===== src/rtl/mem_port_arbiter_if.sv =====
// Request/response port between one memory master and mem_port_arbiter.
// One instance per master; the arbiter takes the slave side.
interface mem_port_arbiter_if;
    logic        req;
    logic        we;
    logic [3:0]  be;
    logic [31:0] addr;
    logic [31:0] wdata;
    logic        gnt;
    logic        rvalid;
    logic [31:0] rdata;
    logic        err;

    modport master (
        output req, we, be, addr, wdata,
        input  gnt, rvalid, rdata, err
    );

    modport slave (
        input  req, we, be, addr, wdata,
        output gnt, rvalid, rdata, err
    );
endinterface


===== src/rtl/mem_port_arbiter.sv =====
// Two-master round-robin arbiter in front of a single-port synchronous SRAM, with
// address-window/alignment decode and a saturating contention counter.
module mem_port_arbiter #(
    parameter int unsigned ADDR_W    = 10,
    parameter logic [31:0] BASE_ADDR = 32'h0000_1000
) (
    input  logic              clk,
    input  logic              reset,
    mem_port_arbiter_if.slave m0,
    mem_port_arbiter_if.slave m1,
    output logic              mem_en,
    output logic              mem_we,
    output logic [3:0]        mem_be,
    output logic [ADDR_W-1:0] mem_addr,
    output logic [31:0]       mem_wdata,
    input  logic [31:0]       mem_rdata,
    output logic [15:0]       conflict_cnt
);

    // Window size in bytes; one extra bit so ADDR_W up to 30 still compares correctly.
    localparam logic [32:0] WinBytes = 33'(4) << ADDR_W;

    logic        prio_q, prio_d;
    logic        rsp_valid_q, rsp_valid_d;
    logic        rsp_owner_q, rsp_owner_d;
    logic        rsp_err_q, rsp_err_d;
    logic        rsp_is_read_q, rsp_is_read_d;
    logic [15:0] conflict_q, conflict_d;

    logic        both_req, gnt_any, gnt_idx;
    logic        sel_we, in_win, aligned, acc_ok;
    logic [3:0]  sel_be;
    logic [31:0] sel_addr, sel_wdata, off;
    logic [31:0] rsp_rdata;

    always_comb begin
        both_req  = m0.req & m1.req;
        gnt_any   = !reset && (m0.req || m1.req);
        gnt_idx   = both_req ? prio_q : m1.req;

        sel_we    = gnt_idx ? m1.we    : m0.we;
        sel_be    = gnt_idx ? m1.be    : m0.be;
        sel_addr  = gnt_idx ? m1.addr  : m0.addr;
        sel_wdata = gnt_idx ? m1.wdata : m0.wdata;

        // Addresses below BASE_ADDR wrap to a huge offset and fall out of the window.
        off       = sel_addr - BASE_ADDR;
        in_win    = {1'b0, off} < WinBytes;
        aligned   = sel_addr[1:0] == 2'b00;
        acc_ok    = gnt_any && in_win && aligned;

        m0.gnt    = gnt_any && !gnt_idx;
        m1.gnt    = gnt_any && gnt_idx;

        mem_en    = acc_ok;
        mem_we    = acc_ok && sel_we;
        mem_be    = acc_ok ? sel_be : 4'b0000;
        mem_addr  = acc_ok ? off[ADDR_W+1:2] : '0;
        mem_wdata = acc_ok ? sel_wdata : 32'h0;

        prio_d        = gnt_any ? ~gnt_idx : prio_q;
        rsp_valid_d   = gnt_any;
        rsp_owner_d   = gnt_idx;
        rsp_err_d     = !(in_win && aligned);
        rsp_is_read_d = !sel_we;
        conflict_d    = (both_req && conflict_q != 16'hFFFF) ? conflict_q + 16'd1 : conflict_q;
    end

    always_ff @(posedge clk) begin
        if (reset) begin
            prio_q        <= 1'b0;
            rsp_valid_q   <= 1'b0;
            rsp_owner_q   <= 1'b0;
            rsp_err_q     <= 1'b0;
            rsp_is_read_q <= 1'b0;
            conflict_q    <= 16'h0;
        end else begin
            prio_q        <= prio_d;
            rsp_valid_q   <= rsp_valid_d;
            rsp_owner_q   <= rsp_owner_d;
            rsp_err_q     <= rsp_err_d;
            rsp_is_read_q <= rsp_is_read_d;
            conflict_q    <= conflict_d;
        end
    end

    // A pending response is suppressed while reset is held so it is never seen.
    always_comb begin
        rsp_rdata = (rsp_is_read_q && !rsp_err_q) ? mem_rdata : 32'h0;

        m0.rvalid = !reset && rsp_valid_q && !rsp_owner_q;
        m1.rvalid = !reset && rsp_valid_q && rsp_owner_q;
        m0.err    = m0.rvalid && rsp_err_q;
        m1.err    = m1.rvalid && rsp_err_q;
        m0.rdata  = m0.rvalid ? rsp_rdata : 32'h0;
        m1.rdata  = m1.rvalid ? rsp_rdata : 32'h0;

        conflict_cnt = conflict_q;
    end

endmodule


===== src/flat_wrapper.sv =====
// flat-port wrapper written by rule: the top's interface ports become plain ports
module mem_port_arbiter_flat 
#(
    parameter int unsigned ADDR_W    = 10,
    parameter logic [31:0] BASE_ADDR = 32'h0000_1000
)
  (clk, reset, mem_en, mem_we, mem_be, mem_addr, mem_wdata, mem_rdata, conflict_cnt, m0_req, m0_we, m0_be, m0_addr, m0_wdata, m0_gnt, m0_rvalid, m0_rdata, m0_err, m1_req, m1_we, m1_be, m1_addr, m1_wdata, m1_gnt, m1_rvalid, m1_rdata, m1_err);
  mem_port_arbiter_if m0_i ();
  mem_port_arbiter_if m1_i ();
  input  logic clk;
  input  logic reset;
  output logic mem_en;
  output logic mem_we;
  output logic [3:0] mem_be;
  output logic [ADDR_W-1:0] mem_addr;
  output logic [31:0] mem_wdata;
  input  logic [31:0] mem_rdata;
  output logic [15:0] conflict_cnt;
  input wire logic [$bits(m0_i.req)-1:0] m0_req;
  input wire logic [$bits(m0_i.we)-1:0] m0_we;
  input wire logic [$bits(m0_i.be)-1:0] m0_be;
  input wire logic [$bits(m0_i.addr)-1:0] m0_addr;
  input wire logic [$bits(m0_i.wdata)-1:0] m0_wdata;
  output wire logic [$bits(m0_i.gnt)-1:0] m0_gnt;
  output wire logic [$bits(m0_i.rvalid)-1:0] m0_rvalid;
  output wire logic [$bits(m0_i.rdata)-1:0] m0_rdata;
  output wire logic [$bits(m0_i.err)-1:0] m0_err;
  input wire logic [$bits(m1_i.req)-1:0] m1_req;
  input wire logic [$bits(m1_i.we)-1:0] m1_we;
  input wire logic [$bits(m1_i.be)-1:0] m1_be;
  input wire logic [$bits(m1_i.addr)-1:0] m1_addr;
  input wire logic [$bits(m1_i.wdata)-1:0] m1_wdata;
  output wire logic [$bits(m1_i.gnt)-1:0] m1_gnt;
  output wire logic [$bits(m1_i.rvalid)-1:0] m1_rvalid;
  output wire logic [$bits(m1_i.rdata)-1:0] m1_rdata;
  output wire logic [$bits(m1_i.err)-1:0] m1_err;
  assign m0_i.req = m0_req;
  assign m0_i.we = m0_we;
  assign m0_i.be = m0_be;
  assign m0_i.addr = m0_addr;
  assign m0_i.wdata = m0_wdata;
  assign m0_gnt = m0_i.gnt;
  assign m0_rvalid = m0_i.rvalid;
  assign m0_rdata = m0_i.rdata;
  assign m0_err = m0_i.err;
  assign m1_i.req = m1_req;
  assign m1_i.we = m1_we;
  assign m1_i.be = m1_be;
  assign m1_i.addr = m1_addr;
  assign m1_i.wdata = m1_wdata;
  assign m1_gnt = m1_i.gnt;
  assign m1_rvalid = m1_i.rvalid;
  assign m1_rdata = m1_i.rdata;
  assign m1_err = m1_i.err;
  mem_port_arbiter #(.ADDR_W(ADDR_W), .BASE_ADDR(BASE_ADDR)) u_core (.clk(clk), .reset(reset), .m0(m0_i), .m1(m1_i), .mem_en(mem_en), .mem_we(mem_we), .mem_be(mem_be), .mem_addr(mem_addr), .mem_wdata(mem_wdata), .mem_rdata(mem_rdata), .conflict_cnt(conflict_cnt));
endmodule

===== config.mk =====
export PLATFORM = sky130hd
export DESIGN_NAME = mem_port_arbiter_flat
export DESIGN_NICKNAME = d
export VERILOG_FILES = /design/src/rtl/mem_port_arbiter_if.sv /design/src/rtl/mem_port_arbiter.sv /design/src/flat_wrapper.sv
export SDC_FILE = /design/constraint.sdc
export NUM_CORES = 1
export LEC_CHECK = 0
export ABC_AREA = 1
export BUFFER_PORTS_ARGS = -buffer_cell sky130_fd_sc_hd__clkbuf_2
export CAP_MARGIN = 15
export CORE_AREA = 2 2 118 120
export CTS_CLUSTER_SIZE = 28
export DETAILED_ROUTE_END_ITERATION = 8
export DIE_AREA = 0 0 120 122
export GPL_TIMING_DRIVEN = 0
export SKIP_LAST_GASP = 1
export SLEW_MARGIN = 20
export SYNTH_ARGS = -nofsm -noshare
export SYNTH_HDL_FRONTEND = slang
export SYNTH_SLANG_ARGS = --single-unit

===== constraint.sdc =====
create_clock -name clk -period 2.3 [get_ports clk]
set_input_delay 0.23 -clock clk [delete_from_list [all_inputs] [get_ports clk]]
set_output_delay 0.23 -clock clk [all_outputs]
set_load 0.02 [all_outputs]

* Word level (Yosys, flattened, before mapping) *
Cells that the tools add are included.

cells by class
  add/sub/neg operators = 2
  $lt $le $gt $ge = 1
  equality and inequality tests = 1
  multiplexer cells = 11
  bitwise gates (word level) = 2
  reductions and logical operators = 22

operators with widths
  operator                                                      number
  2-to-1 mux 32 bit                                             6
  less-than comparator 32 x 13 -> 1 bit, second input constant  1
  subtractor 32 x 13 -> 32 bit, second input constant           1
  adder 16 x 1 -> 16 bit, second input constant                 1
  != test 16 bit, second input constant                         1
  logical AND 1 bit                                             14
  2-to-1 mux 10 bit                                             1
  2-to-1 mux 4 bit                                              2
  zero test 1 bit                                               6
  zero test 2 bit                                               1
  2-to-1 mux 1 bit                                              2
  bitwise AND 1 bit                                             1
  logical OR 1 bit                                              1
  inverter 1 bit                                                1

storage, ports and cells
  register bits after elaboration = 21
  output and inout port bits = 134

* Logic depth before layout (Yosys ltp) *
Gate-level depths: netlist of the first run.

  depth in word-level cells = 8
  gate-level depth with buffers = 19
  depth with buffers taken out = 16

* Worst setup path after synthesis of the first run *
Ideal clock, no wire load.

  path type = flip-flop to output port
  from = reg u_core.prio_q
  to = out mem_addr[0]
  arrival = 2.018 ns
  required time = 2.070 ns
  setup slack = 0.052 ns
  stages on the path, launching flop included = 18
  buffers on the path = 3
  cells stage by stage = dfxtp_1 > inv_1 > nand2_2 > nand2_4 > buf_6 > nand2_1 > nand2_1 > nor2_1 > nand2_1 > nor2_1 > nand3_1 > nand2_1 > nand2_1 > nor2_2 > nand3_1 > buf_6 > buf_6 > nor2_2

between the ends
  cells in the longest elaborated chain, start to end = 7
  elaborated cells on any way between the ends = 8

ends and longest elaborated chain
  item                                   line                    text
  start: declaration                     mem_port_arbiter.sv:23  logic prio_q, prio_d;
  start signal: assignment               mem_port_arbiter.sv:78  prio_q <= prio_d;
  2-to-1 mux 1 bit (*)                   mem_port_arbiter.sv:39  gnt_idx = both_req ? prio_q : m1.req;
  2-to-1 mux 32 bit (*)                  mem_port_arbiter.sv:43  sel_addr = gnt_idx ? m1.addr : m0.addr;
  subtractor 32 x 13 -> 32 bit           mem_port_arbiter.sv:47  off = sel_addr - BASE_ADDR;
  less-than comparator 32 x 13 -> 1 bit  mem_port_arbiter.sv:48  in_win = {1'b0, off} < WinBytes;
  logical AND 1 bit (2 in series)        mem_port_arbiter.sv:50  acc_ok = gnt_any && in_win && aligned;
  2-to-1 mux 10 bit (*)                  mem_port_arbiter.sv:58  mem_addr = acc_ok ? off[ADDR_W+1:2] : '0;
  end: declaration                       flat_wrapper.sv:15      output logic [ADDR_W-1:0] mem_addr;

Every way passes the cells marked *; elsewhere a longest branch is shown, timed or not.

* Worst setup path in the final report of the first run *
  from = reg u_core.prio_q
  to = out mem_addr[8]

The elaborated chain is that of the path after synthesis.

==> run metrics, run 1 <==
first-pass GRT wire length=22020 um; diodes inserted=0; post-layout min period=2779 ps; Post-Syn Nets=727; Cell Area, Synth=3053 um2; Hold WS=243.3 ps; unrepaired setup endpoints after global routing=yes; Rows=43; pin count of the biggest net entering global routing=13; # H-tree levels=1; total CTS buffers=3; number of global-route vias before repair=4400; dpl cells=1038; crit path max-delay cell type=dfxtp_2; number of synthesized register bits=21; Clock Latency Late Sink=260 ps; status=finished, violations left; Slew HR=0.4622; Reg clk slew, reported paths=60 ps; crit path cell chain=inv_6 > nand2_8 > nand2_8 > buf_16 > nand2_1 > nand2_4 > nand2_4 > nor2_1 > nand3_1 > nand2_1 > nand2_1 > nor2_1 > nand2_1 > nor2_4 > nand3_4 > buf_8 > buf_12 > nor2_4 > clkbuf_8; final WL=15080 um; Setup WS post-layout=-479.4 ps; CTS tree=done; # setup viols final=48; Vias/cell=4.480; wire length per cell=14.09 um; gr usage total=0.1897; Final period util=1.208; chip height=122 um; Max VDD drop=0.2019 mV; FILL cells=1499; Synth Area per Inst=5.531 um2; worst endpoint required time=2070 ps; Hold WC Path Type=in2reg; TritonRoute pass-1 iters=4; sequential area share after synthesis=0.1377; synth unique cells=27; CORE AREA=13500 um2; Final Power=1.428 mW; Die Span X=120 um; Initial Utilization=0.2261; CP dominant cell by count=nand2_1; Crit path arrival time=2550 ps; final hold violations=0; CP startpoint kind=flop; total grt overflow=0; Remaining DRCs=0; top cells by area, synth=mux2i_1 15%, dfxtp_1 14%, nand2_1 13%; count of non-filler cells in the finished layout=1070; Initial DRC Count=139; detailed placement HPWL=12430 um; Clock Skew=4.751 ps; Synth Instances=552; initial antenna violation count=0; warnings from Yosys=0; CTS max path bufs=2; Slew Viols, Final=0; die area=14640 um2; Power Density=246.5 nW/um2; layout cells sized above 1=0.4820; worst slack at placement=-596.1 ps; Post-synth EDFFs=0; fraction of registers with async set/reset=0; nets@finish=1066; Root Driver=clkbuf_16; most common cell after layout, fill and taps aside=clkbuf_2; Max Cap Viol=0; LEAKAGE=3.318 nW; top-area cell type share of the netlist area=0.1508; GPL Wtd Cong=0.8484; crit path max fanout=10; Post-DRT Antenna Nets=0; IO buf count=306; CP Capture Type=output port; Top FF cell, synth=dfxtp_1; area grow syn2layout=89.84%; final core utilization=0.4292; most frequent cells in the layout=269 x clkbuf_2, 91 x inv_1, 87 x nand2_1, 72 x nor3_1, 60 x nor2_1; WS Path Type=reg2out; via count=4794; area leader, netlist=mux2i_1; Peak Freq=0.3598 GHz; Worst Max-Slew Pin Slew=806.7 ps; Critical Path Max Stage Delay=330 ps; failing checks=setup timing; I/O pin count=308; clk sinks=21
-- routing by layer --
metal	share of wire	global-route usage	vias to the layer above	routed length, um
met5	0	0	-	0
met1	0.39	0.2135	2137	5859
li1	-	-	2431	-
met3	0.074	0.03605	14	1115
met2	0.52	0.3665	212	7861
met4	0.016	0.04265	0	240
-- worst paths after layout --
kind,from,endpoint,slack (ps),cells after the start
max,u_core.prio_q$_SDFFE_PP0P_,mem_addr[8],-480,19
min reg2reg,u_core.conflict_cnt[4]$_SDFFE_PP0P_,u_core.conflict_cnt[4]$_SDFFE_PP0P_,490,2
max reg2reg,u_core.prio_q$_SDFFE_PP0P_,u_core.rsp_err_q$_SDFF_PP0_,180,17
min,reset,u_core.rsp_valid_q$_SDFF_PP0_,240,2
-- sequential cells by signal, summed over array words and instances (netlist names) --
name,flops
u_core.rsp_err_q,1
u_core.rsp_owner_q,1
u_core.rsp_valid_q,1
u_core.rsp_is_read_q,1
u_core.prio_q,1
u_core.conflict_cnt,16
-- cell families (layout without fill, tap and decap cells) --
logic type / Yosys count / after routing / synth area share
compound gates: 33 / 33 / 0.05697
xor+xnor: 2 / 2 / 0.005739
fa+ha+maj: 1 / 1 / 0.004098
buf+inv: 123 / 459 / 0.1648
flops: 21 / 21 / 0.1377
mux: 46 / 46 / 0.1508
simple gates: 326 / 328 / 0.4799
-- critical path, delay by kind of cell, from the launching register on --
family | cells | cell delay (ps)
simple gates | 14 | 1280
buf+inv | 5 | 660
flops | 1 | 330
-- layout make-up --
cell class	count	area, um2	share of cell area
Clock inverter	1	5.005	0.0008636
Multi-Input combinational cell	410	2479	0.4277
Clock buffer	3	75.07	0.01295
Timing Repair Buffer	332	2021	0.3487
Inverter	93	354.1	0.06110
Sequential cell	21	421.7	0.07275
Buffer	30	215.2	0.03713
Tap cell	180	225.2	0.03886
-- through the flow --
step | area [um2] | TNS (ps)
2_1_floorplan | 3053 | 0
3_3_place_gp | 4810 | -24660
3_5_place_dp | 4810 | -25390
4_1_cts | 5451 | -19770
5_1_grt | 5796 | -27720
6_report | 5796 | -20760
-- cell usage after synthesis (3+ instances only) --
| cell | instances |
|---|---|
| o21ai_0 | 14 |
| nor2_2 | 23 |
| nand2_1 | 108 |
| nand3_1 | 31 |
| nor2_1 | 75 |
| o21ai_1 | 3 |
| dfxtp_1 | 21 |
| buf_2 | 6 |
| buf_6 | 4 |
| a21oi_1 | 12 |
| nor3_1 | 72 |
| nand2_2 | 3 |
| nand3b_1 | 5 |
| inv_1 | 93 |
| mux2i_1 | 46 |
| clkbuf_1 | 17 |
| nand4_1 | 6 |
-- power breakdown --
part | internal [mW] | leakage (nW) | total [mW] | switching [mW]
Combinational | 0.300 | 3.11 | 0.675 | 0.376
Sequential | 0.373 | 0.171 | 0.379 | 0.00666
Clock | 0.234 | 0.0409 | 0.374 | 0.140
Total | 0.906 | 3.32 | 1.43 | 0.522
-- repair_timing --
action                     4_1_cts  5_1_grt
setup endpoints to repair       49       60
pin swaps                        1       18
buffers inserted                16        7
cloned                           3        2
gates resized for setup        105       85
hold buffers                     0        0
No activity file was read; power rests on OpenSTA's default activity.
==> inputs of run 2 (changes only) <==
clock period = 3.3 ns   (was 2.3 ns; I/O delays follow)
==> run metrics, run 2 (synthesis results as in run 1) <==
# setup viols final=0; Buffers & Inverters on Critical Path=4; layout cells sized above 1=0.4084; Max VDD drop=0.1390 mV; area grow syn2layout=61.23%; IO buf count=306; total grt overflow=0; Initial DRC Count=164; Hold WC Path Type=in2reg; CTS resizes=0; Initial Utilization=0.2261; via count=4578; Die Span X=120 um; Crit path arrival time=2640 ps; CP Capture Type=output port; Power Density=183.6 nW/um2; crit path max fanout=10; final WL=14070 um; status=completed; first-pass GRT wire length=20930 um; # H-tree levels=1; Post-DRT Antenna Nets=0; CTS tree=done; wire length per cell=13.50 um; Clock Skew=4.525 ps; CORE AREA=13500 um2; largest delay contributor family on the critical path=simple AND/OR/NAND/NOR gates; Largest register FFs=16; Root Driver=clkbuf_16; crit path max-delay cell type=dfxtp_1; Reg clk slew, reported paths=60 ps; LEAKAGE=3.029 nW; post-layout min period=2969 ps; Final period util=0.8998; number of global-route vias before repair=4163; GPL Wtd Cong=0.8484; Max Cap Viol=0; final core utilization=0.3645; Setup WS post-layout=330.7 ps; Hold WS=324.0 ps; gr usage total=0.1802; Post-CTS Setup Inserts=0; CP startpoint kind=flop; Placed Area=4810 um2; worst endpoint required time=2970 ps; chip height=122 um; dpl cells=1038; nets@finish=1038; most common cell after layout, fill and taps aside=clkbuf_2; Stages on worst setup path=18; I/O pin count=308; CP dominant cell by count=nand2_1; FF-to-FF path depth=7; Slew Viols, Final=0; CTS max path bufs=2; Hold Buf Count CTS=0; pin count of the biggest net entering global routing=13; most frequent cells in the layout=306 x clkbuf_2, 108 x nand2_1, 92 x inv_1, 75 x nor2_1, 72 x nor3_1; count of non-filler cells in the finished layout=1042; Remaining DRCs=0; WS Path Type=reg2out; Setup TNS Final=0 ps; final hold violations=0; crit path cell chain=inv_2 > nand2_4 > nand2_4 > nand2_1 > nand2_1 > nand2_1 > nor2_4 > nand2_1 > nor2_1 > nand2_1 > nand2_1 > nand3_1 > nor2_2 > nand3_2 > buf_6 > buf_6 > nor2_2 > clkbuf_2; total CTS buffers=3; final instance area=4922 um2; Min-Delay Path Depth=2; worst slack at placement=203.9 ps; Slew HR=0.4732; Rows=43; Critical Path Max Stage Delay=300 ps; Final Power=0.9035 mW; Worst Max-Slew Pin Slew=790.2 ps; Vias/cell=4.393; Clock Latency Late Sink=260 ps; unrepaired setup endpoints after global routing=no; clk sinks=21; diodes inserted=0; detailed placement HPWL=12430 um; TritonRoute pass-1 iters=4; Peak Freq=0.3368 GHz; die area=14640 um2; initial antenna violation count=0
-- run 2: final cells by class --
class | count | area (um2)
fill | 1585 | 8582
multi-input combinational | 408 | 2162
timing repair buffer | 306 | 1531
sequential | 21 | 420.4
inverter | 93 | 349.1
tap | 180 | 225.2
buffer | 30 | 153.9
clock buffer | 3 | 75.07
clock inverter | 1 | 5.005
-- run 2: routing by layer --
layer / up-vias / global-route usage / part of all wire
met1: 1995 / 0.2093 / 0.40
met4: 0 / 0.03750 / 0.016
met2: 203 / 0.3413 / 0.50
met5: - / 0 / 0
li1: 2368 / - / -
met3: 12 / 0.03464 / 0.080
-- run 2: report_power, final --
part	internal, mW	switching, mW
clock	0.163	0.0960
combinational	0.163	0.218
sequential	0.259	0.00404
total	0.585	0.319
-- run 2: path summary, 6_finish.rpt --
check / start / end / slack, ps
max: u_core.prio_q$_SDFFE_PP0P_ / mem_be[2] / 330
min: reset / u_core.rsp_valid_q$_SDFF_PP0_ / 320
max reg2reg: u_core.prio_q$_SDFFE_PP0P_ / u_core.rsp_is_read_q$_SDFF_PP0_ / 1220
min reg2reg: u_core.conflict_cnt[4]$_SDFFE_PP0P_ / u_core.conflict_cnt[4]$_SDFFE_PP0P_ / 490
